### config.mk
export PLATFORM = sky130hd
export DESIGN_NAME = usb_utm_rx_ctrl_flat
export DESIGN_NICKNAME = d
export VERILOG_FILES = /design/src/rtl/usb_utmi_pkg.sv /design/src/rtl/usb_utm_rx_ctrl_if.sv /design/src/rtl/usb_utm_rx_ctrl.sv /design/src/flat_wrapper.sv
export SDC_FILE = /design/constraint.sdc
export NUM_CORES = 1
export LEC_CHECK = 0
export ABC_CLOCK_PERIOD_IN_PS = 5200
export CAP_MARGIN = 20
export CORE_UTILIZATION = 38
export CTS_CLUSTER_SIZE = 28
export DETAILED_ROUTE_END_ITERATION = 10
export HOLD_SLACK_MARGIN = 0.06
export PLACE_DENSITY_LB_ADDON = 0.05
export SYNTH_ARGS = -nofsm -noshare
export SYNTH_HDL_FRONTEND = slang
export SYNTH_SLANG_ARGS = --single-unit
### constraint.sdc
create_clock -name clk -period 5.2 [get_ports clk]
set_clock_uncertainty 0.1 [all_clocks]
set_input_delay 1.04 -clock clk [delete_from_list [all_inputs] [get_ports clk]]
set_output_delay 1.04 -clock clk [all_outputs]
set_load 0.03 [all_outputs]
### src/rtl/usb_utmi_pkg.sv
// usb_utmi_pkg: shared UTMI types for the FS UTM.
// Line-state encoding, receive FSM states, SYNC pattern.
package usb_utmi_pkg;

  typedef enum logic [1:0] {
    LS_SE0 = 2'b00,
    LS_J   = 2'b01,
    LS_K   = 2'b10,
    LS_SE1 = 2'b11
  } utmi_line_state_t;

  typedef enum logic [2:0] {
    RX_IDLE,
    RX_SYNC,
    RX_DATA,
    RX_EOP,
    RX_ABORT
  } usb_rx_state_t;

  // Received LSB-first as 0000_0001
  localparam logic [7:0] USB_SYNC_PATTERN = 8'h80;

endpackage

### src/rtl/usb_utm_rx_ctrl_if.sv
// usb_utm_rx_ctrl_if: receive-side bundle of the FS UTM.
// master drives line/bit strobes, slave is the rx sequencer.
interface usb_utm_rx_ctrl_if;
  import usb_utmi_pkg::*;

  logic             rx_en;
  utmi_line_state_t line_state;
  logic             ls_valid;
  logic             dbit;
  logic             dbit_valid;
  logic             stuff_err;
  logic             rx_active;
  logic             rx_valid;
  logic             rx_error;
  logic [7:0]       data_out;

  modport master (
    output rx_en,
    output line_state,
    output ls_valid,
    output dbit,
    output dbit_valid,
    output stuff_err,
    input  rx_active,
    input  rx_valid,
    input  rx_error,
    input  data_out
  );

  modport slave (
    input  rx_en,
    input  line_state,
    input  ls_valid,
    input  dbit,
    input  dbit_valid,
    input  stuff_err,
    output rx_active,
    output rx_valid,
    output rx_error,
    output data_out
  );

endinterface

### src/rtl/usb_utm_rx_ctrl.sv
// usb_utm_rx_ctrl: FS UTM receive sequencer.
// SYNC detect, LSB-first byte assembly, EOP and abort recovery.
module usb_utm_rx_ctrl
  import usb_utmi_pkg::*;
#(
  parameter int SYNC_MIN_ZEROS = 3,
  parameter int DRIBBLE_MAX    = 1,
  parameter int EOP_MAX_SE0    = 2,
  parameter int IDLE_J_BITS    = 8
) (
  input  logic             clk,
  input  logic             rst,
  usb_utm_rx_ctrl_if.slave rx_if
);

  localparam int SW = $clog2(EOP_MAX_SE0 + 2);
  localparam int JW = $clog2(IDLE_J_BITS + 1);

  usb_rx_state_t r_state;
  usb_rx_state_t w_state_nxt;

  logic [2:0]    r_zero_cnt;
  logic [2:0]    w_zero_cnt_nxt;
  logic [2:0]    r_bit_cnt;
  logic [2:0]    w_bit_cnt_nxt;
  logic [7:0]    r_shift;
  logic [7:0]    w_shift_nxt;
  logic [SW-1:0] r_se0_cnt;
  logic [SW-1:0] w_se0_cnt_nxt;
  logic [JW-1:0] r_j_cnt;
  logic [JW-1:0] w_j_cnt_nxt;

  logic          r_rx_active;
  logic          w_rx_active_nxt;
  logic          r_rx_valid;
  logic          w_rx_valid_nxt;
  logic          r_rx_error;
  logic          w_rx_error_nxt;
  logic [7:0]    r_data;
  logic [7:0]    w_data_nxt;

  logic          w_se0;
  logic          w_se1;
  logic          w_j;
  logic          w_k;
  logic          w_se;
  logic          w_sync_ok;
  logic          w_dribble_ok;
  logic          w_data_abort;
  logic [SW-1:0] w_se0_inc;
  logic          w_se0_over;
  logic [JW-1:0] w_j_inc;
  logic          w_j_done;

  assign w_se0 = rx_if.ls_valid && (rx_if.line_state == LS_SE0);
  assign w_se1 = rx_if.ls_valid && (rx_if.line_state == LS_SE1);
  assign w_j   = rx_if.ls_valid && (rx_if.line_state == LS_J);
  assign w_k   = rx_if.ls_valid && (rx_if.line_state == LS_K);
  assign w_se  = w_se0 || w_se1;

  assign w_sync_ok    = r_zero_cnt >= 3'(SYNC_MIN_ZEROS);
  assign w_dribble_ok = r_bit_cnt <= 3'(DRIBBLE_MAX);
  assign w_data_abort = rx_if.stuff_err || w_se1;

  assign w_se0_inc  = r_se0_cnt + SW'(1);
  assign w_se0_over = w_se0_inc > SW'(EOP_MAX_SE0);
  assign w_j_inc    = r_j_cnt + JW'(1);
  assign w_j_done   = w_j_inc == JW'(IDLE_J_BITS);

  assign rx_if.rx_active = r_rx_active;
  assign rx_if.rx_valid  = r_rx_valid;
  assign rx_if.rx_error  = r_rx_error;
  assign rx_if.data_out  = r_data;

  // State, counters and registered UTMI outputs
  always_ff @(posedge clk or posedge rst) begin
    if (rst) begin
      r_state     <= RX_IDLE;
      r_zero_cnt  <= '0;
      r_bit_cnt   <= '0;
      r_shift     <= '0;
      r_se0_cnt   <= '0;
      r_j_cnt     <= '0;
      r_rx_active <= 1'b0;
      r_rx_valid  <= 1'b0;
      r_rx_error  <= 1'b0;
      r_data      <= '0;
    end else begin
      r_state     <= w_state_nxt;
      r_zero_cnt  <= w_zero_cnt_nxt;
      r_bit_cnt   <= w_bit_cnt_nxt;
      r_shift     <= w_shift_nxt;
      r_se0_cnt   <= w_se0_cnt_nxt;
      r_j_cnt     <= w_j_cnt_nxt;
      r_rx_active <= w_rx_active_nxt;
      r_rx_valid  <= w_rx_valid_nxt;
      r_rx_error  <= w_rx_error_nxt;
      r_data      <= w_data_nxt;
    end
  end

  // Next state; rx_en low beats every line event
  always_comb begin
    w_state_nxt = r_state;
    if (!rx_if.rx_en) begin
      w_state_nxt = RX_IDLE;
    end else begin
      unique case (r_state)
        RX_IDLE: begin
          if (w_k) w_state_nxt = RX_SYNC;
        end
        RX_SYNC: begin
          if (w_se) begin
            w_state_nxt = RX_IDLE;
          end else if (rx_if.dbit_valid && rx_if.dbit) begin
            w_state_nxt = w_sync_ok ? RX_DATA : RX_IDLE;
          end
        end
        RX_DATA: begin
          if (w_data_abort) begin
            w_state_nxt = RX_ABORT;
          end else if (w_se0) begin
            w_state_nxt = RX_EOP;
          end
        end
        RX_EOP: begin
          if (w_se0) begin
            if (w_se0_over) w_state_nxt = RX_ABORT;
          end else if (w_j) begin
            w_state_nxt = RX_IDLE;
          end else if (w_k || w_se1) begin
            w_state_nxt = RX_ABORT;
          end
        end
        RX_ABORT: begin
          if (w_j && w_j_done) w_state_nxt = RX_IDLE;
        end
        default: w_state_nxt = RX_IDLE;
      endcase
    end
  end

  // Datapath and output next values
  always_comb begin
    w_zero_cnt_nxt  = r_zero_cnt;
    w_bit_cnt_nxt   = r_bit_cnt;
    w_shift_nxt     = r_shift;
    w_se0_cnt_nxt   = r_se0_cnt;
    w_j_cnt_nxt     = r_j_cnt;
    w_rx_active_nxt = r_rx_active;
    w_rx_valid_nxt  = 1'b0;
    w_rx_error_nxt  = 1'b0;
    w_data_nxt      = r_data;
    if (!rx_if.rx_en) begin
      w_zero_cnt_nxt  = '0;
      w_bit_cnt_nxt   = '0;
      w_shift_nxt     = '0;
      w_se0_cnt_nxt   = '0;
      w_j_cnt_nxt     = '0;
      w_rx_active_nxt = 1'b0;
    end else begin
      unique case (r_state)
        RX_IDLE: begin
          w_rx_active_nxt = 1'b0;
          // The J->K edge is itself the first SYNC zero
          if (w_k) w_zero_cnt_nxt = 3'd1;
        end
        RX_SYNC: begin
          if (!w_se && rx_if.dbit_valid) begin
            if (!rx_if.dbit) begin
              if (r_zero_cnt != 3'd7) begin
                w_zero_cnt_nxt = r_zero_cnt + 3'd1;
              end
            end else if (w_sync_ok) begin
              w_rx_active_nxt = 1'b1;
              w_bit_cnt_nxt   = '0;
              w_shift_nxt     = '0;
            end
          end
        end
        RX_DATA: begin
          if (w_data_abort) begin
            w_rx_error_nxt = 1'b1;
            w_j_cnt_nxt    = '0;
          end else if (w_se0) begin
            w_se0_cnt_nxt  = SW'(1);
            w_rx_error_nxt = !w_dribble_ok;
          end else if (rx_if.dbit_valid) begin
            w_shift_nxt   = {rx_if.dbit, r_shift[7:1]};
            w_bit_cnt_nxt = r_bit_cnt + 3'd1;
            if (r_bit_cnt == 3'd7) begin
              w_data_nxt     = {rx_if.dbit, r_shift[7:1]};
              w_rx_valid_nxt = 1'b1;
            end
          end
        end
        RX_EOP: begin
          if (w_se0) begin
            w_se0_cnt_nxt = w_se0_inc;
            if (w_se0_over) begin
              w_rx_error_nxt = 1'b1;
              w_j_cnt_nxt    = '0;
            end
          end else if (w_j) begin
            w_rx_active_nxt = 1'b0;
          end else if (w_k || w_se1) begin
            w_rx_error_nxt = 1'b1;
            w_j_cnt_nxt    = '0;
          end
        end
        RX_ABORT: begin
          // rx_active drops the clk after the error pulse
          w_rx_active_nxt = 1'b0;
          if (w_j) begin
            w_j_cnt_nxt = w_j_done ? '0 : w_j_inc;
          end else if (rx_if.ls_valid) begin
            w_j_cnt_nxt = '0;
          end
        end
        default: begin
          w_rx_active_nxt = 1'b0;
        end
      endcase
    end
  end

endmodule

### src/flat_wrapper.sv
// flat-port wrapper written by rule: the top's interface ports become plain ports
module usb_utm_rx_ctrl_flat import usb_utmi_pkg::*;
#(
  parameter int SYNC_MIN_ZEROS = 3,
  parameter int DRIBBLE_MAX    = 1,
  parameter int EOP_MAX_SE0    = 2,
  parameter int IDLE_J_BITS    = 8
)
  (clk, rst, rx_if_rx_en, rx_if_line_state, rx_if_ls_valid, rx_if_dbit, rx_if_dbit_valid, rx_if_stuff_err, rx_if_rx_active, rx_if_rx_valid, rx_if_rx_error, rx_if_data_out);
  usb_utm_rx_ctrl_if rx_if_i ();
  input  logic clk;
  input  logic rst;
  input wire logic [$bits(rx_if_i.rx_en)-1:0] rx_if_rx_en;
  input wire logic [$bits(rx_if_i.line_state)-1:0] rx_if_line_state;
  input wire logic [$bits(rx_if_i.ls_valid)-1:0] rx_if_ls_valid;
  input wire logic [$bits(rx_if_i.dbit)-1:0] rx_if_dbit;
  input wire logic [$bits(rx_if_i.dbit_valid)-1:0] rx_if_dbit_valid;
  input wire logic [$bits(rx_if_i.stuff_err)-1:0] rx_if_stuff_err;
  output wire logic [$bits(rx_if_i.rx_active)-1:0] rx_if_rx_active;
  output wire logic [$bits(rx_if_i.rx_valid)-1:0] rx_if_rx_valid;
  output wire logic [$bits(rx_if_i.rx_error)-1:0] rx_if_rx_error;
  output wire logic [$bits(rx_if_i.data_out)-1:0] rx_if_data_out;
  assign rx_if_i.rx_en = rx_if_rx_en;
  assign rx_if_i.line_state = rx_if_line_state;
  assign rx_if_i.ls_valid = rx_if_ls_valid;
  assign rx_if_i.dbit = rx_if_dbit;
  assign rx_if_i.dbit_valid = rx_if_dbit_valid;
  assign rx_if_i.stuff_err = rx_if_stuff_err;
  assign rx_if_rx_active = rx_if_i.rx_active;
  assign rx_if_rx_valid = rx_if_i.rx_valid;
  assign rx_if_rx_error = rx_if_i.rx_error;
  assign rx_if_data_out = rx_if_i.data_out;
  usb_utm_rx_ctrl #(.SYNC_MIN_ZEROS(SYNC_MIN_ZEROS), .DRIBBLE_MAX(DRIBBLE_MAX), .EOP_MAX_SE0(EOP_MAX_SE0), .IDLE_J_BITS(IDLE_J_BITS)) u_core (.clk(clk), .rst(rst), .rx_if(rx_if_i));
endmodule
* After elaboration in Yosys (flattened, before gate mapping)
Index checks and enable logic that the tools add are counted.
** Storage, ports and cells
- Output and inout bits :: 11
- Register bits after elaboration :: 34
- Bits of input ports :: 9
** Cells by class
- Equal/unequal tests :: 37
- Multiplexer cells :: 70
- Magnitude comparators :: 3
- Bitwise logic cells :: 2
- $add $sub $neg :: 4
- Reduce and logical (&&, ||, !) cells :: 21
** Operator list (number)
- $mux 3 :: 22
- $mux 8 :: 7
- $mux 4 :: 9
- $ne 3x2->1 const B :: 9
- $reduce_and 6->1 :: 4
- $ne 3x3->1 const B :: 7
- $mux 1 :: 19
- $pmux 8 s2 :: 1
- $pmux 3 s5 :: 1
- $ne 4x2->1 const B :: 3
- $pmux 3 s2 :: 2
- $pmux 4 s3 :: 1
- $mux 2 :: 5
- $ne 3x1->1 const B :: 3
- $ne 4x3->1 const B :: 2
- $logic_and 1x1->1 :: 7
- $reduce_and 7->1 :: 1
- $add 3x1->3 const B :: 2
- $eq 3x2->1 const B :: 2
- $eq 3x3->1 const B :: 2
- $ne 5x2->1 const B :: 1
- $reduce_and 5->1 :: 1
- $add 4x1->4 const B :: 1
- $eq 2x2->1 const B :: 2
- 19 further kinds :: 23

* Longest topological paths before layout
- Word-level depth :: 8
- Gate-level depth with buffers :: 6

* Worst setup path before layout
OpenSTA, ideal clock, no wires.
- Kind :: input -> register
- Start :: input rx_if_line_state[1]
- End :: register u_core.r_data[7], in the netlist u_core.rx_if.data_out[7]
- Data arrival time :: 2.340 ns
- Library setup time :: 0.125 ns
- Stages on the path :: 6
- Slack :: 2.635 ns
- Cells stage by stage :: buf_4 -> xnor2_1 -> a21bo_2 -> buf_6 -> nor3_4 -> mux2_2
** On the way
- Word-level cells in the longest chain between the ends :: 5
- Elaborated cells between the ends (all ways) :: 8
- Those cells by class :: eq/ne: 1; bitwise: 2; reduce/logical: 5
** Ends and longest elaborated chain
- start, declared :: RTL line flat_wrapper.sv:14 : input wire logic [$bits(rx_if_i.line_state)-1:0] rx_if_line_state;
- $eq 2x2->1 :: RTL line usb_utm_rx_ctrl.sv:56 : assign w_se1 = rx_if.ls_valid && (rx_if.line_state == LS_SE1);
- $logic_and 1x1->1 :: RTL line usb_utm_rx_ctrl.sv:56
- $logic_or 1x1->1 :: RTL line usb_utm_rx_ctrl.sv:63 : assign w_data_abort = rx_if.stuff_err || w_se1;
- $not 1->1 (no line)
- $reduce_and 6->1 (no line) (*)
- end signal, assigned :: RTL line usb_utm_rx_ctrl.sv:98 : r_data <= w_data_nxt;
- end, declared :: RTL line usb_utm_rx_ctrl.sv:39 : logic [7:0] r_data;
Every way passes the cells marked *; elsewhere a longest branch is shown, timed or not.
A chain may end at the register's enable or synchronous reset.

* Worst setup path in the final report
- Start :: input rx_if_rx_en
- End :: register u_core.r_data[2], in the netlist u_core.rx_if.data_out[2]
** On the way
- Word-level cells in the longest chain between the ends :: 1
** Ends and longest elaborated chain
- start, declared :: RTL line flat_wrapper.sv:13 : input wire logic [$bits(rx_if_i.rx_en)-1:0] rx_if_rx_en;
- $reduce_and 6->1 (no line)
Every way passes these cells.

==> results_dict.tcl <==
set metrics [dict create \
    run_status "finished, final reports clean" \
    core_region_area_um2 4850 \
    worst_slew_slack_as_a_fraction_of_its_limit_pct 58.0 \
    critical_path_arrival_ns 3.18 \
    crit_fanout 24 \
    switching_share_pct 28.2 \
    synth_nets 208 \
    grt_setup_unrepaired "no" \
    p_total_uw 543 \
    port_buffers 19 \
    hold_path.class "reg2reg" \
    tritoncts.num_buffers 5 \
    synthesis.yosys.warnings 0 \
    seqPwrFrac_pct 51.5 \
    count_of_pins_over_their_slew_limit 0 \
    finalSetupTns_ns 0 \
    cp-start-kind "primary input" \
    drt-total-wl_um 4180 \
    global_route.usage.total_pct 17.8 \
    initial_core_util_pct 40.3 \
    io_pins 20 \
    routing_usage_on_met3_pct 4.25 \
    globalplace.congestion 0.841 \
    timing.reg2reg.setup_slack_ns 2.91 \
    cts-hold-fix-buffers 0 \
    drc_errors 0 \
    max-cap-violations 0 \
    power_report.internal_total_uw 390 \
    yosys-top-cells-area "sky130_fd_sc_hd__dfrtp_1 42%, sky130_fd_sc_hd__mux2i_1 6.7%, sky130_fd_sc_hd__mux2_2 5.8%, sky130_fd_sc_hd__nand2_1 5.8%, sky130_fd_sc_hd__ha_1 5.1%" \
    min_period_over_period_pct 60.0 \
    post-synth-top-count-cell "sky130_fd_sc_hd__dfrtp_1" \
    drive_gt1_share_pct 12.6 \
    max_freq_mhz 320 \
    power_per_cell_area_nw_per_um2 241 \
    flow.area_growth_from_synthesis_pct 15.2 \
    synthCells 191 \
    cts.reportedPaths.clkPinSlew_ns 0.06 \
    setup.worst_path.end_class "register" \
    post-dp-hpwl_um 2890 \
    yosys.area.top_type_share_pct 42.3 \
    timing_hold_violations_final 0 \
    ys_seq_area_share_pct 42.3 \
    cts_root_buf "sky130_fd_sc_hd__clkbuf_8" \
    finish.net_count 225 \
    clock_sinks 33 \
    pin_count_of_the_biggest_net_entering_global_routing 34 \
    grt_pass1_vias 1481 \
    worst_slew_pin_slew_ns 0.630 \
    power.ir.vdd_worst_mv 0.111 \
    post_cts_buffers 0 \
    rows 25 \
    antenna_cells 0 \
    die_w_um 73.7 \
    power.switching_uw 153 \
    wire_length_of_the_first_global_routing_pass_um 7240 \
    grt_antenna_before_repair 0 \
    ys_seq_elements 33 \
    synthesis.area_per_instance_um2 10.2 \
    syn_area_um2 1950 \
    power_frac_clock_pct 32.4 \
    via_per_inst 5.37 \
    met2_usage_pct 27.8 \
    combPwrFrac_pct 16.1 \
    r2r-end "u_core.rx_if.data_out[2]" \
    overflow 0 \
    cellLeakagePower_nw 0.975 \
    detailedRoute.firstPassIterationCount 4 \
    timing.setup.critical_path_class "in2reg" \
    required_ns 5.26 \
    cts_repair_resizes 0 \
    synth.top_cells.by_count "33 x sky130_fd_sc_hd__dfrtp_1, 30 x sky130_fd_sc_hd__nand2_1, 13 x sky130_fd_sc_hd__mux2i_1" \
    whs_path_depth 1 \
    setup-violations-final 0 \
    synth.lib_cells_used.distinct 53 \
    gr-max-usage-layer "met2" \
    dieArea_um2 5430 \
    route.vias.total 1471 \
    route.detailed.wl_per_inst_um 15.2 \
    hold-path-endpoint "u_core.rx_if.data_out[6]" \
    groute.layer.met1.usage_pct 23.7 \
    ys_dominant_reg_cell "sky130_fd_sc_hd__dfrtp_1" \
    clkLatencyLatePin_ns 0.28 \
    initialDrtViolationCount 121 \
    ctsHtreeMaxLevel 2 \
    number_of_synthesized_flops_with_an_enable_pin 0 \
    rr_worst_depth 4 \
    layout_min_cycle_time_ns 3.12 \
    max-clock-path-buffers 2 \
    hold_start "u_core.rx_if.data_out[6]" \
    synth_async_sr_flop_share_pct 100 \
    netlist.top_cell.by_area "sky130_fd_sc_hd__dfrtp_1" \
    clock_tree_from_tritoncts "built" \
    worstReg2RegStart "u_core.r_state[1]" \
    dieHeight_um 73.7 \
    count_of_antenna_violating_nets_left_after_detailed_routing 0 \
]
-- layer usage --
| metal | wire, um | up-vias |
|---|---|---|
| met3 | 233 | 9 |
| met5 | 0 | - |
| li1 | - | 711 |
| met2 | 1890 | 45 |
| met1 | 1960 | 706 |
| met4 | 91 | 0 |
-- kinds of logic (layout without fill, tap and decap cells) --
| logic type | count (synthesis) | count (layout) | synth area share [%] |
|---|---|---|---|
| buffers and inverters | 23 | 39 | 5.70 |
| flip-flops | 33 | 33 | 42.3 |
| multiplexers | 23 | 23 | 12.4 |
| XOR/XNOR | 3 | 3 | 1.35 |
| AO/OA/AOI/OAI | 36 | 36 | 14.7 |
| AND/OR/NAND/NOR | 65 | 65 | 18.5 |
| adder cells (fa/ha/maj) | 8 | 8 | 5.13 |
-- placed cells by master, fill, tap and decap left out, types with 3 or more instances in the layout --
master,count
sky130_fd_sc_hd__a21oi_1,4
sky130_fd_sc_hd__nor2_1,7
sky130_fd_sc_hd__xnor2_1,3
sky130_fd_sc_hd__dfrtp_1,33
sky130_fd_sc_hd__clkdlybuf4s50_1,19
sky130_fd_sc_hd__nand2_1,30
sky130_fd_sc_hd__ha_1,8
sky130_fd_sc_hd__clkbuf_8,5
sky130_fd_sc_hd__nor3_1,3
sky130_fd_sc_hd__inv_1,12
sky130_fd_sc_hd__mux2_2,10
sky130_fd_sc_hd__mux2i_1,13
sky130_fd_sc_hd__o21ai_0,6
sky130_fd_sc_hd__nand3_1,4
sky130_fd_sc_hd__or3_1,3
-- power groups by stage --
stage	clock network [mW]	registers (mW)	logic (mW)
2_1_floorplan	0	0.272	0.0762
3_3_place_gp	0	0.284	0.0872
3_5_place_dp	0	0.284	0.0865
4_1_cts	0.184	0.279	0.0873
5_1_grt	0.194	0.281	0.0962
6_report	0.176	0.280	0.0874
-- worst max-delay path: stages --
cell	delay [ns]
sky130_fd_sc_hd__clkdlybuf4s50_1	0.46
sky130_fd_sc_hd__buf_4	0.26
sky130_fd_sc_hd__and4bb_2	0.50
sky130_fd_sc_hd__nand2_1	0.17
sky130_fd_sc_hd__nor3_4	0.37
sky130_fd_sc_hd__mux2_2	0.39
-- through the flow --
stage / hold slack (ns) / instance area [um^2] / std cells / setup WS [ns] / utilization, %
after detailed placement: 0.395 / 2180 / 268 / 1.79 / 44.9
after global placement: 0.383 / 2180 / 268 / 1.87 / 44.9
after floorplan: 0.371 / 1950 / 191 / 2.63 / -
final: 0.403 / 2250 / 274 / 2.08 / 46.4
after CTS: 0.410 / 2250 / 274 / 2.08 / 46.4
after global routing: 0.421 / 2250 / 274 / 1.91 / 46.4
-- sequential cells by signal (all words and copies together) (netlist names), 2 cells and up --
register	flops
u_core.r_bit_cnt	3
u_core.r_state	3
u_core.r_se0_cnt	2
u_core.r_zero_cnt	3
u_core.rx_if.data_out	8
u_core.r_j_cnt	4
u_core.r_shift	7
-- worst max-delay path by stage --
stage	slack, ns	from	end	cells after the start
4_1_cts	2.08	rx_if_rx_en	u_core.rx_if.data_out[2]	6
6_report	2.08	rx_if_rx_en	u_core.rx_if.data_out[2]	6
5_1_grt	1.91	rx_if_rx_en	u_core.rx_if.data_out[7]	6
3_3_place_gp	1.87	rx_if_rx_en	u_core.rx_if.data_out[4]	6
2_1_floorplan	2.63	rx_if_line_state[1]	u_core.rx_if.data_out[7]	6
3_5_place_dp	1.79	rx_if_rx_en	u_core.rx_if.data_out[0]	6
-- cell type report --
class	instances	area (um^2)
well taps	67	83.8
multi-input cells	135	1020
repair buffers	21	205
fillers	471	2600
inverters	12	45.0
flip-flops and latches	33	826
clock buffers	5	68.8
clock inverters	1	5.00
Power figures use the tool's default switching activity.
